**src/rtl/ttt_game_ctrl.sv**
```systemverilog
// rtl/ttt_game_ctrl.sv - sequential tic-tac-toe game controller
//
// Purpose: accepts move requests, keeps the X and O occupancy boards,
// alternates turns, rejects illegal moves and reports win/draw.
// Optional feature macro: MOVE_TIMEOUT_EN (per-turn move timeout, adds the
// timeout output port and a WAIT-state cycle counter).
//
// Ports:
//   clk        in   system clock, rising edge
//   rst        in   synchronous active-high reset
//   new_game   in   clear the board and restart
//   move_valid in   move request strobe
//   move_pos   in   [3:0] cell index 0..8 (row = i/3, column = i%3)
//   move_ready out  high while a request will be sampled (state WAIT)
//   move_ack   out  pulse: previous request accepted
//   move_err   out  pulse: previous request rejected
//   turn       out  player to move (0 = X, 1 = O)
//   board_x    out  [8:0] cells held by X
//   board_o    out  [8:0] cells held by O
//   game_over  out  high while in DONE
//   winner     out  [1:0] 00 none, 01 X, 10 O, 11 draw
//   timeout    out  move timeout expired (MOVE_TIMEOUT_EN only)
module ttt_game_ctrl #(
  parameter logic FIRST_PLAYER   = 1'b0,
  parameter int   TIMEOUT_CYCLES = 1000
) (
  input  logic       clk,
  input  logic       rst,
  input  logic       new_game,
  input  logic       move_valid,
  input  logic [3:0] move_pos,
  output logic       move_ready,
  output logic       move_ack,
  output logic       move_err,
  output logic       turn,
  output logic [8:0] board_x,
  output logic [8:0] board_o,
  output logic       game_over,
`ifdef MOVE_TIMEOUT_EN
  output logic       timeout,
`endif
  output logic [1:0] winner
);

  typedef enum logic [1:0] {WAIT, CHECK, DONE} state_t;

  state_t     state, state_d;
  logic [8:0] board_x_d, board_o_d;
  logic       turn_d, move_ack_d, move_err_d, game_over_d;
  logic [1:0] winner_d;
  logic [15:0] occupied;
  logic [15:0] pos_onehot;
  logic       illegal;
  logic [8:0] mover_board;

`ifdef MOVE_TIMEOUT_EN
  localparam int TW = $clog2(TIMEOUT_CYCLES + 1);
  logic [TW-1:0] cnt, cnt_d;
  logic          timeout_d;
`endif

  function automatic logic has_line(input logic [8:0] b);
    return (&b[2:0]) | (&b[5:3]) | (&b[8:6]) |
           (b[0] & b[3] & b[6]) | (b[1] & b[4] & b[7]) | (b[2] & b[5] & b[8]) |
           (b[0] & b[4] & b[8]) | (b[2] & b[4] & b[6]);
  endfunction

  assign move_ready = (state == WAIT);

  // Widened to 16 bits so any 4-bit index stays in range; indices 9..15
  // read as unoccupied and are rejected by the range test instead.
  assign occupied    = {7'd0, board_x | board_o};
  assign pos_onehot  = 16'd1 << move_pos;
  assign illegal     = (move_pos > 4'd8) || occupied[move_pos];
  // In CHECK, turn still names the player who just moved.
  assign mover_board = turn ? board_o : board_x;

  always_comb begin
    state_d     = state;
    board_x_d   = board_x;
    board_o_d   = board_o;
    turn_d      = turn;
    winner_d    = winner;
    game_over_d = game_over;
    move_ack_d  = 1'b0;
    move_err_d  = 1'b0;
`ifdef MOVE_TIMEOUT_EN
    cnt_d       = cnt;
    timeout_d   = timeout;
`endif
    if (new_game) begin
      state_d     = WAIT;
      board_x_d   = '0;
      board_o_d   = '0;
      turn_d      = FIRST_PLAYER;
      winner_d    = 2'b00;
      game_over_d = 1'b0;
`ifdef MOVE_TIMEOUT_EN
      cnt_d       = '0;
      timeout_d   = 1'b0;
`endif
    end else begin
      case (state)
        WAIT: begin
          if (move_valid) begin
            if (illegal) begin
              move_err_d = 1'b1;
`ifdef MOVE_TIMEOUT_EN
              cnt_d      = '0;
`endif
            end else begin
              if (turn) board_o_d = board_o | pos_onehot[8:0];
              else      board_x_d = board_x | pos_onehot[8:0];
              move_ack_d = 1'b1;
              state_d    = CHECK;
            end
          end
`ifdef MOVE_TIMEOUT_EN
          else if (cnt == TW'(TIMEOUT_CYCLES - 1)) begin
            // Player to move forfeits; the opponent wins.
            state_d     = DONE;
            game_over_d = 1'b1;
            timeout_d   = 1'b1;
            winner_d    = turn ? 2'b01 : 2'b10;
          end else begin
            cnt_d = cnt + TW'(1);
          end
`endif
        end
        CHECK: begin
          if (has_line(mover_board)) begin
            state_d     = DONE;
            game_over_d = 1'b1;
            winner_d    = turn ? 2'b10 : 2'b01;
          end else if ((board_x | board_o) == 9'h1FF) begin
            state_d     = DONE;
            game_over_d = 1'b1;
            winner_d    = 2'b11;
          end else begin
            state_d = WAIT;
            turn_d  = ~turn;
`ifdef MOVE_TIMEOUT_EN
            cnt_d   = '0;
`endif
          end
        end
        default: ;  // DONE holds until new_game or rst
      endcase
    end
  end

  always_ff @(posedge clk) begin
    if (rst) begin
      state     <= WAIT;
      board_x   <= '0;
      board_o   <= '0;
      turn      <= FIRST_PLAYER;
      winner    <= 2'b00;
      game_over <= 1'b0;
      move_ack  <= 1'b0;
      move_err  <= 1'b0;
`ifdef MOVE_TIMEOUT_EN
      cnt       <= '0;
      timeout   <= 1'b0;
`endif
    end else begin
      state     <= state_d;
      board_x   <= board_x_d;
      board_o   <= board_o_d;
      turn      <= turn_d;
      winner    <= winner_d;
      game_over <= game_over_d;
      move_ack  <= move_ack_d;
      move_err  <= move_err_d;
`ifdef MOVE_TIMEOUT_EN
      cnt       <= cnt_d;
      timeout   <= timeout_d;
`endif
    end
  end

endmodule

```
**config.mk**
```make
export PLATFORM = sky130hd
export DESIGN_NAME = ttt_game_ctrl
export DESIGN_NICKNAME = d
export VERILOG_FILES = /design/src/rtl/ttt_game_ctrl.sv
export SDC_FILE = /design/constraint.sdc
export NUM_CORES = 1
export LEC_CHECK = 0
export CAP_MARGIN = 20
export CORE_UTILIZATION = 40
export DETAILED_ROUTE_END_ITERATION = 7
export PLACE_DENSITY = 0.74
export SLEW_MARGIN = 20
export SYNTH_ARGS = -nofsm -noshare
export SYNTH_HDL_FRONTEND = slang
export SYNTH_SLANG_ARGS = --single-unit
```
**constraint.sdc**
```tcl
create_clock -name clk -period 4.9 [get_ports clk]
set_clock_uncertainty 0.2 [all_clocks]
set_input_delay 0.98 -clock clk [delete_from_list [all_inputs] [get_ports clk]]
set_output_delay 0.98 -clock clk [all_outputs]
set_load 0.005 [all_outputs]
```
==> summary.md, run 1 <==
| Metric | Value |
|---|---|
| Run status | `finished with violations` |
| Failing checks | `design-rule violations` |
| DRT Pass-1 Iters | `6` |
| WP buf/inv | `1` |
| Mapped Cells | `about 150` |
| Total Power | `approximately 0.35 mW` |
| Top cell type's share of synthesized area | `0.4280` |
| Setup tns final | `0 ns` |
| RePlAce Congestion | `0.8405` |
| H-Tree Depth | `1` |
| Sequential cell area | `between 500 and 600 um^2` |
| Sw frac | `0.2283` |
| CP endpoint kind | `primary output` |
| Initial antenna violation count | `0` |
| Largest net degree at the start of global routing | `21` |
| Grt ovf | `0` |
| Worst vdd ir | `approximately 0.2 mV` |
| CTS-repair resized insts | `0` |
| Max cap viols | `0` |
| CTS tree | `yes` |
| IO buf count | `32` |
| Post-synth EDFFs | `0` |
| CP Max Fanout | `13` |
| Total GRT Usage | `0.1986` |
| Vias in the first global route | `between 1000 and 1500` |
| RSZ-0062 raised after global routing | `no` |
| Final period util | `0.5548` |
| Worst setup SP type | `register` |
| Commonest non-fill, non-tap cells in the layout | `32 x nor2_1, 32 x clkdlybuf4s50_1, 26 x dfxtp_1` |
| Detail Placement HPWL | `between 2000 and 2500 um` |
| Worst EP required | `~3.7 ns` |
| Setup crit start | `turn$_SDFFE_PP0P_` |
| Initial Utilization | `0.4299` |
| Wire per inst | `15.01 um` |
| R2R Path Start | `board_x[4]$_SDFFE_PP0P_` |
| Critical path arrival | `about 1.5 ns` |
| FILL cells | `281` |
| Nets | `183` |
| Drc violations | `6` |
| Top_reg_cell synth | `dfxtp_1` |
| Net Switching | `0.08050 mW` |
| N_diodes | `0` |
| Cell Chain, Critical Path | `clkdlybuf4s50_1` |
| Sequential Power Share | `0.609` |
| Synth Net Count | `between 150 and 200` |
| Peak per-stage delay on the critical path | `a little over 0.6 ns` |
| Yosys warns | `0` |
| Initial DRC count | `50` |
| Via Count | `roughly 1200` |
| Sequential area share after synthesis | `0.4280` |
| Die Height | `between 50 and 60 um` |
| Worst setup path category | `reg2out` |
| Clk network pwr share | `0.311` |
| Placed Instances | `~200` |
| Hold wc startpoint | `winner[0]$_SDFFE_PP0P_` |
| Fraction of registers with async set/reset | `0` |
| Mapped Area | `around 1200 um^2` |
| First-pass GRT wire length | `about 5000 um` |
| Total die area | `about 3300 um^2` |
| Final setup violation count | `0` |
| Final wirelength | `between 3000 and 4000 um` |
| Top delay family on crit path | `flip-flops` |
| Leak pwr | `around 0.52 nW` |
| Clock slew seen by the registers of the worst setup and hold paths | `between 0.1 and 0.15 ns` |
| Fmax | `about 370 MHz` |
| Least-Margin Pin Slew | `between 0.4 and 0.5 ns` |
| Root Buffer | `clkbuf_4` |
| Pwr dens | `about 220 nW/um^2` |
| Register bit total from synthesis | `26` |
| Combinational share of power | `0.080` |
| Design area | `roughly 1600 um^2` |
| CORE AREA | `about 2800 um^2` |
| Post-CTS setup buffers | `0` |
| Post-synth top area cell | `dfxtp_1` |
| Relative slew slack | `0.6947` |
| Fin. Hold Viols | `0` |
| Num CTS Buffers | `3` |
| Placed Area | `roughly 1500 um^2` |
| Tmin final | `around 2.7 ns` |
| Share of cells above drive strength 1 | `0.05747` |
| Hold_buf cts | `0` |
| Clk_lat worst skew | `0.33 ns` |
| Filler-free cell count of the finished design | `between 200 and 250` |
| P_int | `0.2721 mW` |
| Footprint of the multi-input gates | `633.1 um^2` |
| Synthesis-to-finish area growth | `28.91%` |
| Slew Viols, Final | `0` |
| Layout Utilization | `0.5542` |
| HP Class | `reg2reg` |
| Ports | `33` |
| Die width | `between 50 and 60 um` |
| CTS sink cnt | `26` |
| Cell variety after synth | `32` |
| Slowest CP cell | `dfxtp_1` |
| CTS Buffer Depth | `2` |
| Syn_area_per_cell | `roughly 8.4 um^2` |
| Avg Vias per Cell | `just over 6` |
| Routed Antenna Nets | `0` |
| Row count | `19` |
| Synth top area cells | `dfxtp_1 43%, nor2_1 9.9%, a21oi_1 7.4%` |
path summary, 6_finish.rpt:
path,to,slack (ns),cells after the start
setup / recovery,turn,2.18,1
hold / removal,winner[0]$_SDFFE_PP0P_,0.27,2
setup reg to reg,board_o[4]$_SDFFE_PP0P_,2.99,5
hold reg to reg,winner[0]$_SDFFE_PP0P_,0.27,2
through the flow:
step / setup WS (ns) / hold WS [ns]
2_1_floorplan: 2.421 / 0.2496
3_3_place_gp: 1.890 / 0.2440
3_5_place_dp: 1.849 / 0.2527
4_1_cts: 2.175 / 0.2733
5_1_grt: 2.095 / 0.3007
6_report: 2.181 / 0.2654
layout make-up:
type,instances,share of cell area
Multi-Input combinational cell,107,0.4038
Tap cell,31,0.02474
Inverter,5,0.01197
Sequential cell,26,0.3320
Clock buffer,4,0.02314
Timing Repair Buffer,32,0.2043
metal layers:
layer  vias up  track usage  wire length (um)
li1        581            -                 -
met4         0      0.05575                51
met1       583       0.2642              1342
met5         -            0                 0
met2        65       0.3176              1419
met3        12      0.05442               265
sequential cells by signal (all words and copies together) (netlist names):
signal	flops
board_o	9
board_x	9
state	2
winner	2
game_over	1
move_ack	1
move_err	1
turn	1
cell usage after synthesis, types with 3 or more instances:
master and count:
dfxtp_1 26, nand3_1 3, a22oi_1 4, a21boi_1 3, a22o_1 6, nand2_1 7
a21oi_1 18, nor2_1 32, nor3b_1 3, inv_1 5, a31oi_1 4, clkbuf_1 3
o21ai_0 3
power groups by stage:
stage	logic (mW)	registers (mW)	clock network (mW)
after global routing	0.0305	0.215	0.123
after global placement	0.0276	0.219	0
final	0.0281	0.215	0.110
after CTS	0.0280	0.215	0.114
after detailed placement	0.0279	0.219	0
after floorplan	0.0175	0.219	0
logic make-up after synthesis:
kind of cell / after synthesis / share of synthesized area
and+or+nand+nor: 58 / 0.2284
buffers and inverters: 12 / 0.05144
DFF: 26 / 0.4280
muxes: 3 / 0.04527
AOI/OAI and AO/OA: 46 / 0.2469
(Power assumes the default switching activity.)
==> run 2: changes to the inputs <==
- clock period: 4.9 -> 2.8 ns (I/O delays scaled with it)
==> run 2 against run 1 <==
Against the previous run: the run still ends with design-rule violations left; critical endpoint unchanged; clock power grew 74%; combinational power increased by 81%; count of clock-buffer cells in the layout unchanged; cell area up 0.48%.
==> summary.md, run 2 (same netlist as run 1, synthesis figures left out) <==
| Metric | Value |
|---|---|
| HP Class | `reg2reg` |
| Die width | `about 57 um` |
| Drc violations | `7` |
| Grt ovf | `0` |
| N_diodes | `0` |
| Row count | `19` |
| Num CTS Buffers | `3` |
| Root Buffer | `clkbuf_4` |
| Commonest non-fill, non-tap cells in the layout | `32 x nor2_1, 32 x clkdlybuf4s50_1, 26 x dfxtp_1` |
| Design area | `about 1600 um^2` |
| Placed Area | `between 1500 and 2000 um^2` |
| IO buf count | `32` |
| P_int | `0.4770 mW` |
| Final period util | `0.8152` |
| CORE AREA | `approximately 2800 um^2` |
| H-Tree Depth | `1` |
| Initial DRC count | `93` |
| Pwr dens | `392.4 nW/um^2` |
| Filler-free cell count of the finished design | `between 200 and 250` |
| Initial Utilization | `0.4299` |
| Total GRT Usage | `0.2007` |
| Cell Chain, Critical Path | `clkdlybuf4s50_1` |
| CTS sink cnt | `26` |
| Hold endpoint | `winner[0]$_SDFFE_PP0P_` |
| Clk_lat worst skew | `about 0.32 ns` |
| Ports | `33` |
| R2r endpoint | `board_o[0]$_SDFFE_PP0P_` |
| Worst setup path category | `reg2out` |
| Hold slack | `0.2721 ns` |
| Die Height | `57.14 um` |
| Worst EP required | `between 2 and 2.5 ns` |
| Run status | `finished with violations` |
| CP Max Fanout | `13` |
| CP Depth | `1` |
| R2R Path Start | `board_x[0]$_SDFFE_PP0P_` |
| Hold wc startpoint | `winner[0]$_SDFFE_PP0P_` |
| Combinational share of power | `0.082` |
| Sw frac | `0.2282` |
| Slew Viols, Final | `0` |
| Wire per inst | `about 15 um` |
| Vias in the first global route | `approximately 1100` |
| Hold Path Cell Cnt | `2` |
| CTS-repair resized insts | `0` |
| Worst setup SP type | `register` |
| Detail Placement HPWL | `about 2200 um` |
| Top delay family on crit path | `flip-flops` |
| First-pass GRT wire length | `5112 um` |
| Total die area | `3265 um^2` |
| Hold_buf cts | `0` |
| Relative slew slack | `0.6927` |
| Final setup violation count | `0` |
| Routed Antenna Nets | `0` |
| FILL cells | `between 200 and 300` |
| Leak pwr | `0.5258 nW` |
| Placed Instances | `between 200 and 250` |
| CTS tree | `yes` |
| CTS Buffer Depth | `2` |
| CP endpoint kind | `primary output` |
| Via Count | `between 1000 and 1500` |
| Sequential Power Share | `0.608` |
| Synthesis-to-finish area growth | `29.53%` |
| Peak per-stage delay on the critical path | `around 0.6 ns` |
| Worst vdd ir | `around 0.38 mV` |
| Clk network pwr share | `0.310` |
| Largest regs | `board_o (9), board_x (9)` |
| Critical path arrival | `1.52 ns` |
| Initial antenna violation count | `0` |
| DRT Pass-1 Iters | `6` |
| Setup tns final | `0 ns` |
| Failing checks | `design-rule violations` |
| Clock slew seen by the registers of the worst setup and hold paths | `0.14 ns` |
| Final wirelength | `slightly above 3000 um` |
| Largest net degree at the start of global routing | `21` |
| Slowest CP cell | `dfxtp_1` |
| Fmax | `around 440 MHz` |
| RePlAce Congestion | `between 0.8 and 0.9` |
| Share of cells above drive strength 1 | `0.06286` |
| Fin. Hold Viols | `0` |
| R2R Setup Slk | `0.90 ns` |
| Avg Vias per Cell | `about 5.9` |
| Max cap viols | `0` |
| Nets | `about 180` |
| RSZ-0062 raised after global routing | `no` |
| WP buf/inv | `1` |
| Net Switching | `0.1411 mW` |
| Least-Margin Pin Slew | `about 0.45 ns` |
| Tmin final | `2.283 ns` |
| R2R depth | `5` |
| Post-CTS setup buffers | `0` |
## run 2: changes by cell type in the layout (fill, tap and decap cells not counted)
cell	delta
buf_4	+1
## run 2: power by group through the flow
stage,combinational [mW],clock [mW],sequential [mW]
finish,0.0508,0.191,0.376
global route,0.0554,0.210,0.377
CTS,0.0508,0.192,0.376
detailed placement,0.0503,0,0.384
global placement,0.0496,0,0.384
floorplan,0.0307,0,0.383
## run 2: layout make-up
type	count	area [um^2]	area share
Multi-Input combinational cell	107	633.1	0.4019
Sequential cell	26	520.5	0.3304
Timing Repair Buffer	33	327.8	0.2081
Tap cell	31	38.79	0.02462
Clock buffer	4	36.28	0.02303
Inverter	5	18.77	0.01191
## run 2: layer usage
layer,routed length [um],up-vias,GRT usage
met2,1454,62,0.3395
met5,0,-,0
met3,268,4,0.05669
met4,18,0,0.04530
li1,-,582,-
met1,1322,566,0.2550
## run 2: worst max path at each step
stage,start,slack [ns],endpoint
global placement,move_pos[1],0.27,board_o[4]$_SDFFE_PP0P_
CTS,turn$_SDFFE_PP0P_,0.51,turn
floorplan,move_pos[1],0.74,board_o[4]$_SDFFE_PP0P_
detailed placement,move_pos[1],0.24,board_o[4]$_SDFFE_PP0P_
finish,turn$_SDFFE_PP0P_,0.52,turn
global route,turn$_SDFFE_PP0P_,0.41,turn
## run 2: metrics by stage
| stage | power (mW) | setup WS, ns | utilization |
|---|---|---|---|
| after detailed placement | 0.4342 | 0.2387 | 0.5440 |
| final | 0.6181 | 0.5173 | 0.5568 |
| after global routing | 0.6421 | 0.4076 | 0.5568 |
| after floorplan | 0.4137 | 0.7405 | - |
| after global placement | 0.4334 | 0.2710 | 0.5440 |
| after CTS | 0.6189 | 0.5103 | 0.5568 |
==> run 3: changes to the inputs <==
- PLACE_DENSITY: 0.74 -> 0.77
- clock period: 2.8 -> 2 ns (I/O delays scaled with it)
==> run 3 against run 2 <==
Against the previous run: the flow still finishes with violations (design-rule violations); combinational power up 57%; cell count rose by 2.4%; wire length up 10%; power grew 57%; hold slack better by 0.0061 ns; largest power group unchanged; critical path depth rose by 4; register-to-register slack worse by 0.81 ns; clock power rose by 92%; sequential cell count is the same; die area did not move; sequential power grew 40%; sequential share of layout area fell by 0.62 points; highest routed layer unchanged.
==> summary.md, run 3 (same netlist as run 1, synthesis figures left out) <==
| Metric | Value |
|---|---|
| Clock slew seen by the registers of the worst setup and hold paths | `0.15 ns` |
| Relative slew slack | `0.7221` |
| Clk_lat worst skew | `0.33 ns` |
| H-Tree Depth | `1` |
| CP Max Fanout | `8` |
| Largest net degree at the start of global routing | `21` |
| CP endpoint kind | `register` |
| R2R Setup Slk | `0.09 ns` |
| Final setup violation count | `0` |
| Wire per inst | `approximately 16 um` |
| RePlAce Congestion | `0.9517` |
| First-pass GRT wire length | `roughly 5500 um` |
| Hold wc startpoint | `game_over$_SDFFE_PP0P_` |
| Initial Utilization | `0.4299` |
| Detail Placement HPWL | `approximately 2400 um` |
| CORE AREA | `around 2800 um^2` |
| Slew Viols, Final | `0` |
| Vias in the first global route | `roughly 1200` |
| P_int | `0.7635 mW` |
| Post-CTS setup buffers | `0` |
| Die Height | `roughly 57 um` |
| Root Buffer | `clkbuf_4` |
| Combinational share of power | `0.082` |
| Least-Margin Pin Slew | `approximately 0.42 ns` |
| HP Class | `reg2reg` |
| CTS sink cnt | `26` |
| WL met1 | `roughly 1500 um` |
| Tmin final | `1.988 ns` |
| Worst setup SP type | `input port` |
| Initial DRC count | `a little under 80` |
| Hold Path Cell Cnt | `2` |
| Clk network pwr share | `0.378` |
| Setup slack after layout | `about 0.012 ns` |
| Nets | `between 150 and 200` |
| R2r endpoint | `board_o[0]$_SDFFE_PP0P_` |
| Commonest non-fill, non-tap cells in the layout | `31 x nor2_1, 31 x clkdlybuf4s50_1, 18 x a21oi_1` |
| Worst vdd ir | `approximately 0.37 mV` |
| Largest regs | `board_o (9), board_x (9)` |
| Grt ovf | `0` |
| R2R depth | `5` |
| CTS tree | `yes` |
| Die width | `around 57 um` |
| Max cap viols | `0` |
| Share of cells above drive strength 1 | `0.1556` |
| Run status | `finished with violations` |
| Fmax | `502.9 MHz` |
| Failing checks | `design-rule violations` |
| Routed length on met3 | `around 230 um` |
| Num CTS Buffers | `3` |
| DRT Pass-1 Iters | `6` |
| Via Count | `1247` |
| Pre-CTS setup slack | `-0.3310 ns` |
| FILL cells | `278` |
| Pwr dens | `586.8 nW/um^2` |
| CTS Buffer Depth | `2` |
| Design area | `approximately 1700 um^2` |
| Top sig layer | `met4` |
| Worst setup path category | `in2reg` |
| Final period util | `0.9942` |
| Worst EP required | `between 2 and 2.5 ns` |
| Row count | `19` |
| Final wirelength | `3375 um` |
| Leak pwr | `0.5675 nW` |
| CTS-repair resized insts | `3` |
| Sequential Power Share | `0.540` |
| Drc violations | `8` |
| Synthesis-to-finish area growth | `36.11%` |
| Net Switching | `0.2078 mW` |
| Ports | `33` |
| Fin. Hold Viols | `0` |
| RSZ-0062 raised after global routing | `no` |
| Total die area | `between 3000 and 4000 um^2` |
| Initial antenna violation count | `0` |
| Met2 Wirelength | `1604 um` |
| Avg Vias per Cell | `5.910` |
| Placed Area | `1577 um^2` |
| IO buf count | `32` |
| Hold_buf cts | `0` |
| R2R Path Start | `board_o[0]$_SDFFE_PP0P_` |
| Hold endpoint | `game_over$_SDFFE_PP0P_` |
| Routed Antenna Nets | `0` |
| Setup tns final | `0 ns` |
| N_diodes | `0` |
| Critical path arrival | `2.01 ns` |
| Sw frac | `0.2139` |
| Total GRT Usage | `0.2126` |
-- run 3: critical path: stages --
cell and delay (ns):
clkdlybuf4s50_1 0.52, mux4_2 0.53, and3b_1 0.29, a31oi_1 0.21, nor2_1 0.05
-- run 3: worst max-delay path by stage --
stage	slack, ns	endpoint	cells past startpoint	from
floorplan	0.10	board_o[4]$_SDFFE_PP0P_	6	move_pos[1]
global placement	-0.26	board_o[0]$_SDFFE_PP0P_	5	move_pos[0]
detailed placement	-0.33	board_o[0]$_SDFFE_PP0P_	5	move_pos[0]
CTS	0.003	board_x[0]	1	board_x[0]$_SDFFE_PP0P_
global route	0.006	board_o[0]$_SDFFE_PP0P_	5	move_pos[0]
finish	0.01	board_o[0]$_SDFFE_PP0P_	5	move_pos[0]
-- run 3: stage by stage --
stage	power, mW	hold slack, ns	utilization	cells
finish	0.9713	0.2782	0.5851	211
global route	1.004	0.3081	0.5851	211
CTS	0.9750	0.2806	0.5789	211
detailed placement	0.6150	0.2597	0.5573	207
global placement	0.6132	0.2426	0.5573	207
floorplan	0.5792	0.2496	-	145
-- run 3: layer usage --
| metal | track usage | up-vias |
|---|---|---|
| li1 | - | 592 |
| met1 | 0.2650 | 576 |
| met2 | 0.3613 | 71 |
| met3 | 0.03628 | 8 |
| met4 | 0.09408 | 0 |
| met5 | 0 | - |
-- run 3: layout make-up --
type	instances	area [um^2]	share of cell area
flip-flops and latches	26	536.8	0.3243
repair buffers	38	367.9	0.2222
multi-input cells	107	640.6	0.3870
clock buffers	3	22.52	0.01361
clock inverters	1	30.03	0.01814
inverters	5	18.77	0.01134
well taps	31	38.79	0.02343
-- run 3: power by group through the flow --
stage | sequential, mW | combinational [mW] | clock (mW)
floorplan | 0.536 | 0.0430 | 0
global placement | 0.537 | 0.0767 | 0
detailed placement | 0.537 | 0.0782 | 0
CTS | 0.526 | 0.0790 | 0.370
global route | 0.525 | 0.0859 | 0.393
finish | 0.525 | 0.0798 | 0.367
